## config.mk

```make
export PLATFORM = sky130hd
export DESIGN_NAME = i2s_in
export DESIGN_NICKNAME = d
export VERILOG_FILES = /design/src/rtl/i2s_in.sv
export SDC_FILE = /design/constraint.sdc
export NUM_CORES = 1
export LEC_CHECK = 0
export CAP_MARGIN = 30
export CORE_ASPECT_RATIO = 0.9
export CORE_MARGIN = 5
export CORE_UTILIZATION = 63
export DETAILED_ROUTE_END_ITERATION = 16
export PLACE_DENSITY_LB_ADDON = 0.1
export SETUP_SLACK_MARGIN = 0.3
export SYNTH_ARGS = -nofsm -noshare
export SYNTH_HDL_FRONTEND = slang
export SYNTH_SLANG_ARGS = --single-unit
```

## constraint.sdc

```tcl
create_clock -name clk -period 14.2 [get_ports clk]
set_input_delay 3.55 -clock clk [delete_from_list [all_inputs] [get_ports clk]]
set_output_delay 3.55 -clock clk [all_outputs]
set_load 0.03 [all_outputs]
```

## src/rtl/i2s_in.sv

```systemverilog
// I2S slave receiver: resynchronises an external bclk/lrclk/data triple into clk,
// deserialises each slot and presents 16-bit stereo pairs with lock and error flags.
module i2s_in #(
  parameter int AUDIO_DW    = 16,
  parameter int LOCK_FRAMES = 4,
  parameter int TIMEOUT     = 1024
) (
  input  logic                clk,
  input  logic                reset,
  input  logic                i2s_bclk,
  input  logic                i2s_lrclk,
  input  logic                i2s_data,
  output logic [AUDIO_DW-1:0] left_chan,
  output logic [AUDIO_DW-1:0] right_chan,
  output logic                sample_ce,
  output logic                locked,
  output logic                err
);

  localparam int GW = $clog2(LOCK_FRAMES + 1);
  localparam int TW = $clog2(TIMEOUT);

  typedef enum logic [1:0] {S_HUNT, S_LEFT, S_RIGHT} state_t;

  function automatic logic [5:0] sat_cnt(input logic [5:0] c);
    return (c == 6'd63) ? c : c + 6'd1;
  endfunction

  function automatic logic [GW-1:0] sat_good(input logic [GW-1:0] g);
    return (g >= GW'(LOCK_FRAMES)) ? GW'(LOCK_FRAMES) : g + GW'(1);
  endfunction

  function automatic logic slot_bad(input logic [5:0] n);
    return (n < 6'd16) || (n > 6'd32);
  endfunction

  logic          r_bclk_s1, r_bclk_s2, r_bclk_s3;
  logic          r_lr_s1, r_lr_s2;
  logic          r_d_s1, r_d_s2;

  state_t        r_state;
  logic [5:0]    r_cnt;
  logic          r_lr_prev;
  logic [31:0]   r_sh;
  logic [31:0]   r_lword;
  logic [31:0]   r_rword;
  logic [5:0]    r_nl;
  logic [5:0]    r_nr;
  logic          r_have_l;
  logic [TW-1:0] r_idle;
  logic          r_expired;
  logic          r_vld_p0;
  logic          r_wd_p0;
  logic [GW-1:0] r_goodcnt;

  logic          w_rise;
  logic          w_bnd;
  logic [5:0]    w_cnt_nx;
  logic [4:0]    w_pos;
  logic [31:0]   w_sh_nx;
  logic          w_frame_err;
  logic [GW-1:0] w_good_nx;

  // Stage s1..s3: synchronise the serial bus into clk
  always_ff @(posedge clk or posedge reset) begin
    if (reset) begin
      r_bclk_s1 <= 1'b0;
      r_bclk_s2 <= 1'b0;
      r_bclk_s3 <= 1'b0;
      r_lr_s1   <= 1'b0;
      r_lr_s2   <= 1'b0;
      r_d_s1    <= 1'b0;
      r_d_s2    <= 1'b0;
    end else begin
      r_bclk_s1 <= i2s_bclk;
      r_bclk_s2 <= r_bclk_s1;
      r_bclk_s3 <= r_bclk_s2;
      r_lr_s1   <= i2s_lrclk;
      r_lr_s2   <= r_lr_s1;
      r_d_s1    <= i2s_data;
      r_d_s2    <= r_d_s1;
    end
  end

  assign w_rise   = r_bclk_s2 & ~r_bclk_s3;
  assign w_bnd    = w_rise & (r_lr_s2 != r_lr_prev);
  assign w_cnt_nx = sat_cnt(r_cnt);
  assign w_pos    = 5'(6'd32 - w_cnt_nx);

  always_comb begin
    w_sh_nx = r_sh;
    if ((r_state != S_HUNT) && (w_cnt_nx <= 6'd32))
      w_sh_nx[w_pos] = r_d_s2;
  end

  // Stage p0: slot deserialiser, framing state machine and watchdog
  always_ff @(posedge clk or posedge reset) begin
    if (reset) begin
      r_state   <= S_HUNT;
      r_cnt     <= 6'd0;
      r_lr_prev <= 1'b0;
      r_sh      <= 32'd0;
      r_lword   <= 32'd0;
      r_rword   <= 32'd0;
      r_nl      <= 6'd0;
      r_nr      <= 6'd0;
      r_have_l  <= 1'b0;
      r_idle    <= '0;
      r_expired <= 1'b0;
      r_vld_p0  <= 1'b0;
      r_wd_p0   <= 1'b0;
    end else begin
      r_vld_p0 <= 1'b0;
      r_wd_p0  <= 1'b0;
      if (w_rise) begin
        r_idle    <= '0;
        r_expired <= 1'b0;
        r_lr_prev <= r_lr_s2;
        if (w_bnd) begin
          r_cnt <= 6'd0;
          r_sh  <= 32'd0;
          case (r_state)
            S_HUNT: begin
              r_have_l <= 1'b0;
              r_state  <= r_lr_s2 ? S_RIGHT : S_LEFT;
            end
            S_LEFT: begin
              r_lword  <= w_sh_nx;
              r_nl     <= w_cnt_nx;
              r_have_l <= 1'b1;
              r_state  <= S_RIGHT;
            end
            default: begin
              r_rword  <= w_sh_nx;
              r_nr     <= w_cnt_nx;
              r_vld_p0 <= r_have_l;
              r_state  <= S_LEFT;
            end
          endcase
        end else begin
          r_cnt <= w_cnt_nx;
          r_sh  <= w_sh_nx;
        end
      end else if (!r_expired) begin
        // Expiry fires once; r_expired holds it off until bclk returns
        if (r_idle == TW'(TIMEOUT - 1)) begin
          r_expired <= 1'b1;
          r_wd_p0   <= 1'b1;
          r_state   <= S_HUNT;
          r_have_l  <= 1'b0;
          r_cnt     <= 6'd0;
          r_sh      <= 32'd0;
        end else begin
          r_idle <= r_idle + TW'(1);
        end
      end
    end
  end

  assign w_frame_err = slot_bad(r_nl) | slot_bad(r_nr) | (r_nl != r_nr);
  assign w_good_nx   = sat_good(r_goodcnt);

  // Stage p1: registered outputs, lock tracking
  always_ff @(posedge clk or posedge reset) begin
    if (reset) begin
      left_chan  <= '0;
      right_chan <= '0;
      sample_ce  <= 1'b0;
      err        <= 1'b0;
      locked     <= 1'b0;
      r_goodcnt  <= '0;
    end else begin
      sample_ce <= 1'b0;
      err       <= 1'b0;
      if (r_vld_p0) begin
        left_chan  <= r_lword[31 -: AUDIO_DW];
        right_chan <= r_rword[31 -: AUDIO_DW];
        sample_ce  <= 1'b1;
        if (w_frame_err) begin
          err       <= 1'b1;
          r_goodcnt <= '0;
          locked    <= 1'b0;
        end else begin
          r_goodcnt <= w_good_nx;
          locked    <= (w_good_nx >= GW'(LOCK_FRAMES));
        end
      end else if (r_wd_p0) begin
        err       <= 1'b1;
        r_goodcnt <= '0;
        locked    <= 1'b0;
      end
    end
  end

endmodule

```

# Word-level counts from Yosys, hierarchy flattened
# Cells that the tools add are included.
[classes] bitwise=6 mux=46 n_reduce_logical=15 n_addsub=4 n_lt_le_gt_ge=9 eq_ne=9
[ops] operator="32-bit two-way mux" count=5
[ops] operator="32-bit bitwise mux" count=1
[ops] operator="10-bit two-way mux" count=3
[ops] operator="6-bit two-way mux" count=5
[ops] operator="1-bit two-way mux" count=20
[ops] operator="6-bit greater-than comparator (second input constant)" count=2
[ops] operator="6-bit by 5-bit < comparator with 1-bit output (second input constant)" count=2
[ops] operator="3-bit two-way mux" count=4
[ops] operator="10-bit by 1-bit adder with 10-bit output (second input constant)" count=1
[ops] operator="10-bit equality test (second input constant)" count=1
[ops] operator="2-bit two-way mux" count=5
[ops] operator="3-bit AND reduction" count=3
[ops] operator="6-bit by 1-bit adder with 6-bit output (second input constant)" count=1
[ops] operator="6-bit equality test (second input constant)" count=1
[ops] operator="3-bit >= comparator (second input constant)" count=2
[ops] operator="6-bit less-or-equal comparator (second input constant)" count=1
[ops] operator="5-bit by 6-bit < comparator with 1-bit output (second input constant)" count=1
[ops] operator="6-bit != test" count=1
[ops] operator="2-bit nonzero test" count=3
[ops] operator="1-bit demux with 5-bit select" count=1
[ops] operator="5-bit by 1-bit >= comparator with 1-bit output (second input constant)" count=1
[ops] operator="1-bit by 5-bit subtractor with 5-bit output (first input constant)" count=1
[ops] operator="2-bit by 1-bit != test with 1-bit output (second input constant)" count=2
[ops] operator="2-bit one-hot mux with 2 select lines" count=1
[ops] operator="other kinds (15)" count=21
[totals] out_inout_bits=35 in_bits=5 ff_bits=176 elab_cells=115

# Logic depth before layout (Yosys ltp)
# Gate-level depths: netlist of the first run.
[logic_depth] word_depth=11 depth_mapped=10 depth_no_buf=8

# Worst setup path before layout of the first run
# OpenSTA, ideal clock, no wires.
[synth_timing] path_type="register to output" start="register locked" end="output locked" stages_incl_launch_ff=1 arrival_ns=0.491 t_required_ns=10.650 setup_slack_ns=10.159 n_path_buf=0 cell_sequence="dfrtp_1"
[synth_rtl] item="start: declaration" line="16" rtl="output logic locked,"
[synth_rtl] item="start signal: assignment" line="185" rtl="locked <= (w_good_nx >= GW'(LOCK_FRAMES));"
# No word-level cell between the ends.

# Final worst setup path of the first run
[layout_timing] start="register locked" end="output locked"
# No word-level cell between the ends.

==> results of run 1 <==
[placed cells by master, fill, tap and decap left out, types with 3 or more instances in the layout]
master	synthesis	final
nand3_1	42	42
inv_1	11	10
nor2_1	30	30
a21oi_1	5	5
o21ai_0	49	49
o211ai_1	18	18
nor4_1	3	3
dfrtp_1	127	127
o21ai_1	7	7
mux2_2	35	35
nand4_1	5	5
a22o_1	10	10
nand2_1	71	71
ha_1	6	6
xnor2_1	9	9
clkbuf_16	0	16
and3_1	4	4
and4_1	4	4
clkinvlp_4	0	3
o31ai_1	3	3
nor3_1	6	6
a211oi_2	3	3
and2_1	7	7
inv_6	0	5
clkdlybuf4s50_1	0	39
mux2i_1	13	13
buf_4	2	5
or2_2	4	4
nand2b_1	4	4
xor2_1	10	10
[flip-flops by register name (all words and copies together), names as in the netlist, 2 cells and up]
register / flops
r_cnt: 6
r_nl: 6
r_lword: 16
r_sh: 16
left_chan: 16
r_nr: 6
r_state: 2
right_chan: 16
r_rword: 16
r_goodcnt: 2
r_idle: 10
[worst reg2reg max path, cell delays in order (launching register included)]
cell and delay (ns):
dfrtp_1 0.57, inv_1 0.15, ha_1 0.32, and2b_1 0.33, nand3_1 0.18, or3_1 0.44, a211oi_2 0.36, mux2i_1 0.32
o21ai_1 0.09
[where the power goes]
part	internal, W	switching (W)	total, W
clock network	0.000257	0.000167	0.000424
registers	0.000387	0.0000255	0.000413
logic	0.0000448	0.0000878	0.000133
[layer usage]
metal | wire length, µm | vias to the layer above
met5 | 0 | -
met4 | 117 | 0
met3 | 583 | 13
met2 | 6120 | 128
met1 | 5540 | 2117
li1 | - | 2008
[kinds of logic (layout without fill, tap and decap cells)]
logic type,after synthesis,in the layout,synth area share [%]
DFF,127,127,54.1
AOI/OAI and AO/OA,111,111,13.0
buffers and inverters,45,88,3.28
and+or+nand+nor,193,193,16.2
xor gates and xnor gates,19,19,2.83
muxes,49,49,9.31
adders and majority gates,6,6,1.28
[area by class of cell]
class	count	share of cell area (%)
multi-input cells	378	36.3
clock inverters	14	2.23
well taps	122	2.21
inverters	11	0.634
flip-flops and latches	127	46.0
clock buffers	18	6.20
repair buffers	45	6.42
[worst max path at each step]
stage / end / slack, ns / startpoint
CTS: locked / 9.06 / locked
global placement: left_chan[13] / 8.77 / reset
detailed placement: r_rword[29] / 8.72 / reset
floorplan: err / 7.27 / reset
finish: locked / 9.08 / locked
global route: locked / 9.01 / locked
[metrics by stage]
step	instance area, µm²	util [%]	worst slack [ns]	power [W]	instances
2_1_floorplan	5880	-	7.27	0.000516	550
3_3_place_gp	6310	69.1	8.77	0.000542	682
3_5_place_dp	6320	69.3	8.72	0.000549	683
4_1_cts	6900	75.7	9.06	0.000972	715
5_1_grt	6900	75.7	9.01	0.00101	715
6_report	6900	75.7	9.08	0.000969	715
==> results by group, run 1 <==
Layout
  – Register cell area after layout: between 3000 and 4000 µm²
  – Area occupied by multi-input gates: approximately 2500 µm²
  – Layout overhead on the synthesized area: 17.5%
  – Share of layout cells above drive strength 1: 15.9%
  – Filler cells: just over 600
  – Final #Nets: between 500 and 600
  – N_diodes: 0

Critical path
  – Crit. path cell count: 1
  – Worst reg2reg path depth: 8
  – Worst path bufs/invs: 1
  – Crit Path Class: reg -> out
  – Crit end category: primary output
  – Worst EP required: 10.65 ns
  – Startpoint types: flip-flop
  – Crit Path Max Fanout: 3
  – Register-to-register setup slack: around 11 ns
  – CP delay by family, top: buffers and inverters
  – Reg2reg start: r_cnt[0]
  – R2r endpoint: r_rword[16]
  – CP arrival: around 1.6 ns
  – Delay of the slowest critical-path stage: ~0.69 ns
  – Critical path, cell by cell: clkdlybuf4s50_1
  – Slowest CP cell: clkdlybuf4s50_1

GRT
  – Antenna violations before repair: 0
  – Largest net degree at the start of global routing: a little over 70
  – Routing usage on met2: about two fifths
  – GR Util met3: between 5 and 6%
  – Total grt overflow: 0
  – Busiest grt layer: met2
  – Total GRT Usage: 23.8%
  – First-pass GRT wire length: between 20 and 25 mm
  – M1 GR Usage: roughly a third
  – Number of global-route vias before repair: roughly 4,400

Clock network
  – H-tree levels: 4
  – # clock sinks: around 130
  – Root buffer cell: clkbuf_8
  – Reg clk slew, reported paths: 0.06 ns
  – Hold-fix buffers, CTS: 0
  – Post-CTS Resized: 0
  – CTS tree: done
  – Postcts setup bufs: 0
  – Clk Latency, worst-skew pair: 0.52 ns
  – Longest Clk Path Bufs: 2
  – CTS Buf Count: 17

Logic synthesis
  – Top_reg_cell synth: dfrtp_1
  – Synth Register Bits: 127
  – Most frequent cells after synthesis: dfrtp_1, nand2_1, o21ai_0
  – Synth area leaders: dfrtp_1, mux2_2, nand2_1
  – Synth top area share: 54.1%
  – Leading area contributor after synthesis: dfrtp_1
  – Area of the mapped netlist: around 5900 µm²
  – Fraction of registers with async set/reset: 100%
  – Post-synth EDFFs: 0
  – Netlist cell types: 55
  – Yosys warns: 0
  – Seq/Total Area, Yosys: ~54%
  – Syn Nets: around 560
  – Syn Inst Count: 550
  – Synth Area per Inst: about 11 µm²
  – Count leader, synth: dfrtp_1

Floorplanning
  – Die X: approximately 110 µm
  – Core Box Area: between 9000 and 10,000 µm²
  – Boundary Pins: 40
  – Die area: about 11,000 µm²
  – Initial core utilization: 64.4%
  – Site Rows: 33
  – Chip height: between 100 and 150 µm

Timing
  – Rel. slew slack: a little under two fifths
  – Slew @ Worst Pin: between 0.9 and 1 ns
  – Hold_ws: between 0.3 and 0.4 ns
  – Max-slew violations: 0
  – Final worst path period share: 36.0%
  – Fin Setup TNS: 0 ns
  – Fmax: just under 200 MHz
  – Setup Skew: 0.0181 ns
  – Final hold violation count: 0
  – Unrepaired setup endpoints after global routing: no
  – Min cycle time layout: around 5 ns
  – Count of final setup violators: 0

Hold path
  – Hold Startpoint: r_d_s1
  – Min-delay worst type: reg -> reg
  – Hold depth: 0
  – WHS Endpoint: r_d_s2

Power
  – Pleak: about 3.1 nW
  – Pwr per Cell Area: about 140 nW/µm²
  – Peak VDD IR: between 0.00009 and 0.0001 V

Drt
  – Initial DRT Pass Iterations: 5
  – Routed length per instance: approximately 17 µm
  – Vias per cell: slightly below 6
  – Final wirelength: roughly 12 mm
  – DR iter-0 viols: 296
  – Final ANT Viol Nets: 0
  – Residual DRC: 0
  – Via count: approximately 4,300

Placement
  – DP HPWL: between 7 and 8 mm
  – PortBufs: 39
  – Gpl congestion: between 0.8 and 0.9

Flow run
  – Max-Cap Viols: 0

Status
  – Status: completed
No activity file was read; power rests on OpenSTA's default activity.
==> run 2, diff against run 1 <==
--- a/config.mk
+++ b/config.mk
@@ -8,7 +8,7 @@
 export CAP_MARGIN = 30
 export CORE_ASPECT_RATIO = 0.9
 export CORE_MARGIN = 5
-export CORE_UTILIZATION = 63
+export CORE_UTILIZATION = 53
 export DETAILED_ROUTE_END_ITERATION = 16
 export PLACE_DENSITY_LB_ADDON = 0.1
 export SETUP_SLACK_MARGIN = 0.3
==> constraint.sdc (replaced) <==
create_clock -name clk -period 4.5 [get_ports clk]
set_input_delay 1.125 -clock clk [delete_from_list [all_inputs] [get_ports clk]]
set_output_delay 1.125 -clock clk [all_outputs]
set_load 0.03 [all_outputs]
==> run 2 against run 1 <==
Sequential power rose to 3.1 times the previous value; die area rose by 17%; clock skew fell by 0.0095 ns; clock-buffer cell count rose by 4; routed wire length fell by 4.6%; final cell count rose by 3.9%; via count fell by 2.8%; non-clock buffer count rose by 1; largest power group unchanged; largest cell class unchanged; clock power rose to 3.1 times the previous value; sequential share of layout area fell by 0.32 points; highest routed layer unchanged; critical endpoint is now r_lword[16]; flip-flop and latch count did not move.
==> results by group, run 2 (synthesis results as in run 1) <==
Status
  – Status: completed

GRT
  – Antenna violations before repair: 0 (unchanged)
  – Largest net degree at the start of global routing: 66 (-7.0%)
  – First-pass GRT wire length: 20.5 mm (-5.6%)
  – Number of global-route vias before repair: 4,182 (-4.8%)
  – Total GRT Usage: 19.5% (-4.2 points)
  – Total grt overflow: 0 (unchanged)

Placement
  – DP HPWL: 8.13 mm (+1.7%)
  – Gpl congestion: 0.923 (+5.5%)
  – PortBufs: 39 (unchanged)

Power
  – Total power: 0.00304 W (+210%)
  – Clock Power Share: 43.5% (-0.2 points)
  – Pleak: 3.08 nW (+0.52%)
  – Gate power share: 13.6% (about the same)
  – P_int: 0.00224 W (+220%)
  – Sw Ratio: 26.4% (-2.6 points)
  – Sw Pwr: 0.000801 W (+190%)
  – Part of the power in registers: 42.8% (+0.2 points)
  – Peak VDD IR: 0.000321 V (+230%)
  – Pwr per Cell Area: 437 nW/µm² (+210%)

Timing
  – Final hold violation count: 0 (unchanged)
  – Final worst path period share: slightly below 60%
  – Rel. slew slack: 36.5% (-0.91 points)
  – Unrepaired setup endpoints after global routing: no
  – Fin Setup TNS: 0 ns (unchanged)
  – Count of final setup violators: 0 (unchanged)
  – Fmax: around 370 MHz
  – Setup Skew: 0.00860 ns (-0.00946 ns)
  – Slew @ Worst Pin: 0.949 ns (+0.0135 ns)
  – Hold_ws: 0.353 ns (+0.00438 ns)
  – Min cycle time layout: between 2 and 3 ns
  – Max-slew violations: 0 (unchanged)

Floorplanning
  – Die X: 121 µm (+8.2%)
  – Initial core utilization: 54.1% (-10 points)
  – Die area: 13,300 µm² (+17%)
  – Core Box Area: 10,900 µm² (+19%)
  – Site Rows: 36 (+9.1%)
  – Chip height: 110 µm (+8.1%)
  – Boundary Pins: 40 (unchanged)

Critical path
  – Slowest CP cell: dfrtp_1
  – CP delay by family, top: simple AND/OR/NAND/NOR gates
  – R2r endpoint: r_lword[16]
  – Worst reg2reg path depth: 8 (unchanged)
  – Crit path to: r_lword[16]
  – Critical path, cell by cell: inv_1, ha_1, and2b_1, nand3_1, or3_1, a211oi_2, mux2i_1, o21ai_1
  – Register-to-register setup slack: 1.82 ns (-9.49 ns)
  – Crit Path Max Fanout: 12 (+9)
  – Reg2reg start: r_cnt[0]
  – Crit end category: flip-flop
  – Start point of the critical path: r_cnt[0]
  – Worst path bufs/invs: 1 (unchanged)
  – Crit Path Class: reg -> reg
  – Delay of the slowest critical-path stage: 0.53 ns (-0.16 ns)
  – Worst EP required: 4.79 ns (-5.86 ns)
  – Crit. path cell count: 8 (+7)
  – CP arrival: 2.97 ns (+1.40 ns)
  – Startpoint types: flip-flop

Drt
  – Via count: 4,146 (-2.8%)
  – Final wirelength: 11.8 mm (-4.6%)
  – Vias per cell: 5.58 (-6.5%)
  – Initial DRT Pass Iterations: 5 (unchanged)
  – DR iter-0 viols: 215 (-27%)
  – Routed length per instance: 15.9 µm (-8.2%)
  – Residual DRC: 0 (unchanged)
  – Final ANT Viol Nets: 0 (unchanged)

Clock network
  – CTS tree: done
  – Longest Clk Path Bufs: 2 (unchanged)
  – Root buffer cell: clkbuf_16
  – Post-CTS Resized: 0 (unchanged)
  – Reg clk slew, reported paths: 0.05 ns (about the same)
  – H-tree levels: 4 (unchanged)
  – Clk Latency, worst-skew pair: 0.42 ns (-0.10 ns)
  – CTS Buf Count: 17 (unchanged)
  – Postcts setup bufs: 0 (unchanged)
  – Hold-fix buffers, CTS: 0 (unchanged)
  – # clock sinks: 127 (unchanged)

Layout
  – Most frequent cells in the layout: dfrtp_1, nand2_1, o21ai_0
  – N_diodes: 0 (unchanged)
  – Most common cell after layout, fill and taps aside: dfrtp_1
  – Share of layout cells above drive strength 1: 15.6% (-0.28 points)
  – Layout overhead on the synthesized area: 18.3%
  – Final #Nets: 592 (+0.17%)

Flow run
  – Max-Cap Viols: 0 (unchanged)

Hold path
  – Hold Startpoint: r_lr_s1
  – Min-delay worst type: reg -> reg
[run 2: cell types whose count changed in the layout (fill, tap and decap cells not counted), moves of 2 or more]
cell,previous run,this run
clkinv_2,2,5
clkinvlp_4,3,1
inv_6,5,0
clkinv_4,2,0
clkbuf_8,2,5
[run 2: how the worst min path moves through the flow]
stage                      to  cells past startpoint  slack, ns
finish                r_lr_s2                      0       0.35
global route          r_lr_s2                      0       0.37
CTS                   r_lr_s2                      0       0.36
detailed placement    r_lr_s2                      0       0.34
global placement       r_d_s2                      0       0.33
floorplan           r_bclk_s2                      0       0.33
[run 2: power by group through the flow]
stage | logic (W) | registers (W) | clock network, W
after CTS | 0.000417 | 0.00130 | 0.00135
after global placement | 0.000409 | 0.00131 | 0
after detailed placement | 0.000415 | 0.00132 | 0
after global routing | 0.000472 | 0.00131 | 0.00141
final | 0.000414 | 0.00130 | 0.00132
after floorplan | 0.000331 | 0.00130 | 0
[run 2: area by class of cell]
| class | count | area, µm² |
|---|---|---|
| clock buffer | 22 | 494 |
| multi-input combinational | 378 | 2500 |
| inverter | 11 | 45.0 |
| timing repair buffer | 46 | 455 |
| clock inverter | 7 | 85.1 |
| fill | 848 | 3900 |
| tap | 152 | 190 |
| sequential | 127 | 3180 |
[run 2: stage by stage]
stage	instance area [µm²]	utilization, %	instances	worst slack [ns]
floorplan	5880	-	550	1.81
global placement	6370	58.7	714	1.89
detailed placement	6370	58.7	714	1.85
CTS	6950	64.1	743	1.82
global route	6950	64.1	743	1.51
finish	6950	64.1	743	1.82
[run 2: per-layer routing]
metal | vias up | part of all wire, % | track usage, %
met1 | 2039 | 47 | 26.2
met5 | - | 0 | 0
met4 | 0 | 1.2 | 5.83
li1 | 2016 | - | -
met2 | 79 | 48 | 30.6
met3 | 12 | 4.5 | 6.17
==> run 3, diff against run 2 <==
--- a/config.mk
+++ b/config.mk
@@ -8,7 +8,7 @@
 export CAP_MARGIN = 30
 export CORE_ASPECT_RATIO = 0.9
 export CORE_MARGIN = 5
-export CORE_UTILIZATION = 53
+export CORE_UTILIZATION = 59
 export DETAILED_ROUTE_END_ITERATION = 16
 export PLACE_DENSITY_LB_ADDON = 0.1
 export SETUP_SLACK_MARGIN = 0.3
==> constraint.sdc (replaced) <==
create_clock -name clk -period 2.5 [get_ports clk]
set_input_delay 0.625 -clock clk [delete_from_list [all_inputs] [get_ports clk]]
set_output_delay 0.625 -clock clk [all_outputs]
set_load 0.03 [all_outputs]
==> run 3 against run 2 <==
Register-to-register slack worse by 1.7 ns; non-clock buffer count up 32; global-route usage grew 3.5 points; clock skew is essentially flat; clock-buffer cell count is 1 lower; final cell count grew 1.2%; setup slack got worse by 1.7 ns; largest power group is now sequential cells; design area grew 8.1%; worst hold slack worse by 0.0071 ns; core utilization up 13 points; critical path type unchanged.
==> results by group, run 3 (synthesis results as in run 1) <==
Power
  – Pwr per Cell Area: 749 nW/µm² (+71%)
  – Clock Power Share: 38.0% (-5.5 points)
  – Sw Pwr: 0.00168 W (+110%)
  – Pleak: 3.57 nW (+16%)
  – Gate power share: 20.4% (+6.8 points)
  – Total power: 0.00563 W (+85%)
  – Part of the power in registers: 41.7% (-1.1 points)
  – P_int: 0.00395 W (+76%)
  – Sw Ratio: 29.8% (+3.5 points)
  – Peak VDD IR: 0.000523 V (+63%)

Layout
  – N_diodes: 0 (unchanged)
  – Most frequent cells in the layout: dfrtp_1, nand2_1, nand3_1
  – Share of layout cells above drive strength 1: 25.6% (+10 points)
  – Most common cell after layout, fill and taps aside: dfrtp_1
  – Final #Nets: 625 (+5.6%)
  – Layout overhead on the synthesized area: 28.0%

Hold path
  – Min-delay worst type: reg -> reg
  – Hold depth: 0 (unchanged)

Placement
  – Gpl congestion: 0.922 (about the same)
  – DP HPWL: 8.58 mm (+5.6%)
  – Pre-CTS setup slack: 0.0243 ns (-1.83 ns)
  – PortBufs: 39 (unchanged)

GRT
  – Largest net degree at the start of global routing: 33 (-50%)
  – Antenna violations before repair: 0 (unchanged)
  – Total grt overflow: 0 (unchanged)
  – Total GRT Usage: 23.0% (+3.5 points)
  – First-pass GRT wire length: 22.0 mm (+7.4%)
  – Number of global-route vias before repair: 4,408 (+5.4%)

Floorplanning
  – Die X: 115 µm (-4.8%)
  – Initial core utilization: 60.6% (+6.5 points)
  – Chip height: 105 µm (-4.7%)
  – Die area: 12,100 µm² (-9.3%)
  – Site Rows: 34 (-5.6%)
  – Boundary Pins: 40 (unchanged)
  – Core Box Area: 9700 µm² (-11%)

Drt
  – Residual DRC: 0 (unchanged)
  – DRT met1 WL: 5.90 mm (+7.0%)
  – Vias per cell: 5.89 (+5.5%)
  – Via count: 4,427 (+6.8%)
  – DR iter-0 viols: 383 (+78%)
  – WL met3: 743 µm (+39%)
  – Routed length per instance: 18.2 µm (+15%)
  – Initial DRT Pass Iterations: 4 (-1)
  – Final wirelength: 13.7 mm (+16%)
  – Final ANT Viol Nets: 0 (unchanged)
  – Max layer used: met4
  – Met2 wire length: 6.71 mm (+20%)

Clock network
  – Clk Latency, worst-skew pair: 0.53 ns (+0.11 ns)
  – # clock sinks: 127 (unchanged)
  – CTS Buf Count: 17 (unchanged)
  – Longest Clk Path Bufs: 2 (unchanged)
  – H-tree levels: 4 (unchanged)
  – Root buffer cell: clkbuf_8
  – Hold-fix buffers, CTS: 0 (unchanged)
  – Reg clk slew, reported paths: 0.06 ns (about the same)
  – CTS tree: done

Timing
  – Slew @ Worst Pin: 0.675 ns (-0.274 ns)
  – Fin Setup TNS: 0 ns (unchanged)
  – Rel. slew slack: 55.0% (+18 points)
  – Setup Skew: 0.00854 ns (-0.0000667 ns)
  – PnR worst setup slack: 0.119 ns (-1.70 ns)
  – Unrepaired setup endpoints after global routing: yes
  – Min cycle time layout: 2.38 ns (-0.299 ns)
  – Fmax: 420 MHz (+13%)
  – Final worst path period share: 95.2% (+36 points)
  – Final hold violation count: 0 (unchanged)
  – Count of final setup violators: 0 (unchanged)
  – Max-slew violations: 0 (unchanged)

Critical path
  – Worst reg2reg path depth: 7 (-1)
  – Slowest CP cell: or4_4
  – CP arrival: 2.78 ns (-0.19 ns)
  – Startpoint types: flip-flop
  – Critical path, cell by cell: inv_4, ha_4, and2b_2, or4_4, a211oi_4, mux2i_2, o21ai_1
  – Worst EP required: 2.90 ns (-1.89 ns)
  – Crit Path Max Fanout: 4 (-8)
  – Crit Path Class: reg -> reg
  – Crit end category: flip-flop
  – Delay of the slowest critical-path stage: 0.55 ns (+0.02 ns)

Flow run
  – Max-Cap Viols: 0 (unchanged)

Status
  – Status: completed
-- run 3: cell types whose count changed in the layout (fill, tap and decap cells not counted), moves of 7 or more --
cell | before | now
buf_4 | 6 | 28
clkdlybuf4s50_1 | 39 | 22
dlymetal6s2s_1 | 0 | 14
o21ai_0 | 49 | 37
o21ai_1 | 7 | 17
buf_12 | 1 | 8
-- run 3: final timing paths --
kind                                 endpoint  startpoint  slack (ns)
worst max register to register    r_lword[16]    r_cnt[0]        0.12
worst min register to register         r_d_s2      r_d_s1        0.35
worst max-delay path              r_lword[16]    r_cnt[0]        0.12
worst min-delay path                   r_d_s2      r_d_s1        0.35
max in group asynchronous       right_chan[8]       reset        1.45
min in group asynchronous             r_nr[0]       reset        0.52
-- run 3: repair_timing --
item	in CTS	in global routing
resized for setup	32	52
pin swaps	11	18
gates cloned	0	2
endpoints found under the setup margin	51	62
setup buffers	6	9
-- run 3: area by class of cell --
class	instances	area (µm²)
clock buffers	21	449
clock inverters	10	66.3
fillers	605	2180
inverters	11	47.5
multi-input cells	379	2790
flip-flops and latches	127	3180
well taps	126	158
repair buffers	78	826
-- run 3: worst max-delay path: cells and delay by family (launching register included) --
kind	cells	cell delay, ns
simple gates	2	0.80
flops	1	0.43
compound gates	2	0.42
mux	1	0.29
fa+ha+maj	1	0.26
buf+inv	1	0.05
-- run 3: stage by stage --
| step | cells | util [%] | instance area [µm²] | hold WS (ns) |
|---|---|---|---|---|
| after floorplan | 550 | - | 5930 | 0.331 |
| after global placement | 704 | 67.8 | 6570 | 0.332 |
| after detailed placement | 704 | 67.8 | 6570 | 0.335 |
| after CTS | 741 | 74.8 | 7250 | 0.348 |
| after global routing | 752 | 77.5 | 7520 | 0.358 |
| final | 752 | 77.5 | 7520 | 0.346 |
-- run 3: metal layers --
| metal | up-vias | GRT usage [%] |
|---|---|---|
| li1 | 2079 | - |
| met2 | 137 | 36.3 |
| met5 | - | 0 |
| met1 | 2184 | 30.8 |
| met4 | 0 | 9.64 |
| met3 | 27 | 5.26 |
-- run 3: power by group through the flow --
stage	Clock [W]	Combinational, W	Sequential, W
floorplan	0	0.000631	0.00234
finish	0.00214	0.00115	0.00235
CTS	0.00216	0.000982	0.00234
global placement	0	0.000872	0.00235
global route	0.00225	0.00124	0.00237
detailed placement	0	0.000886	0.00237
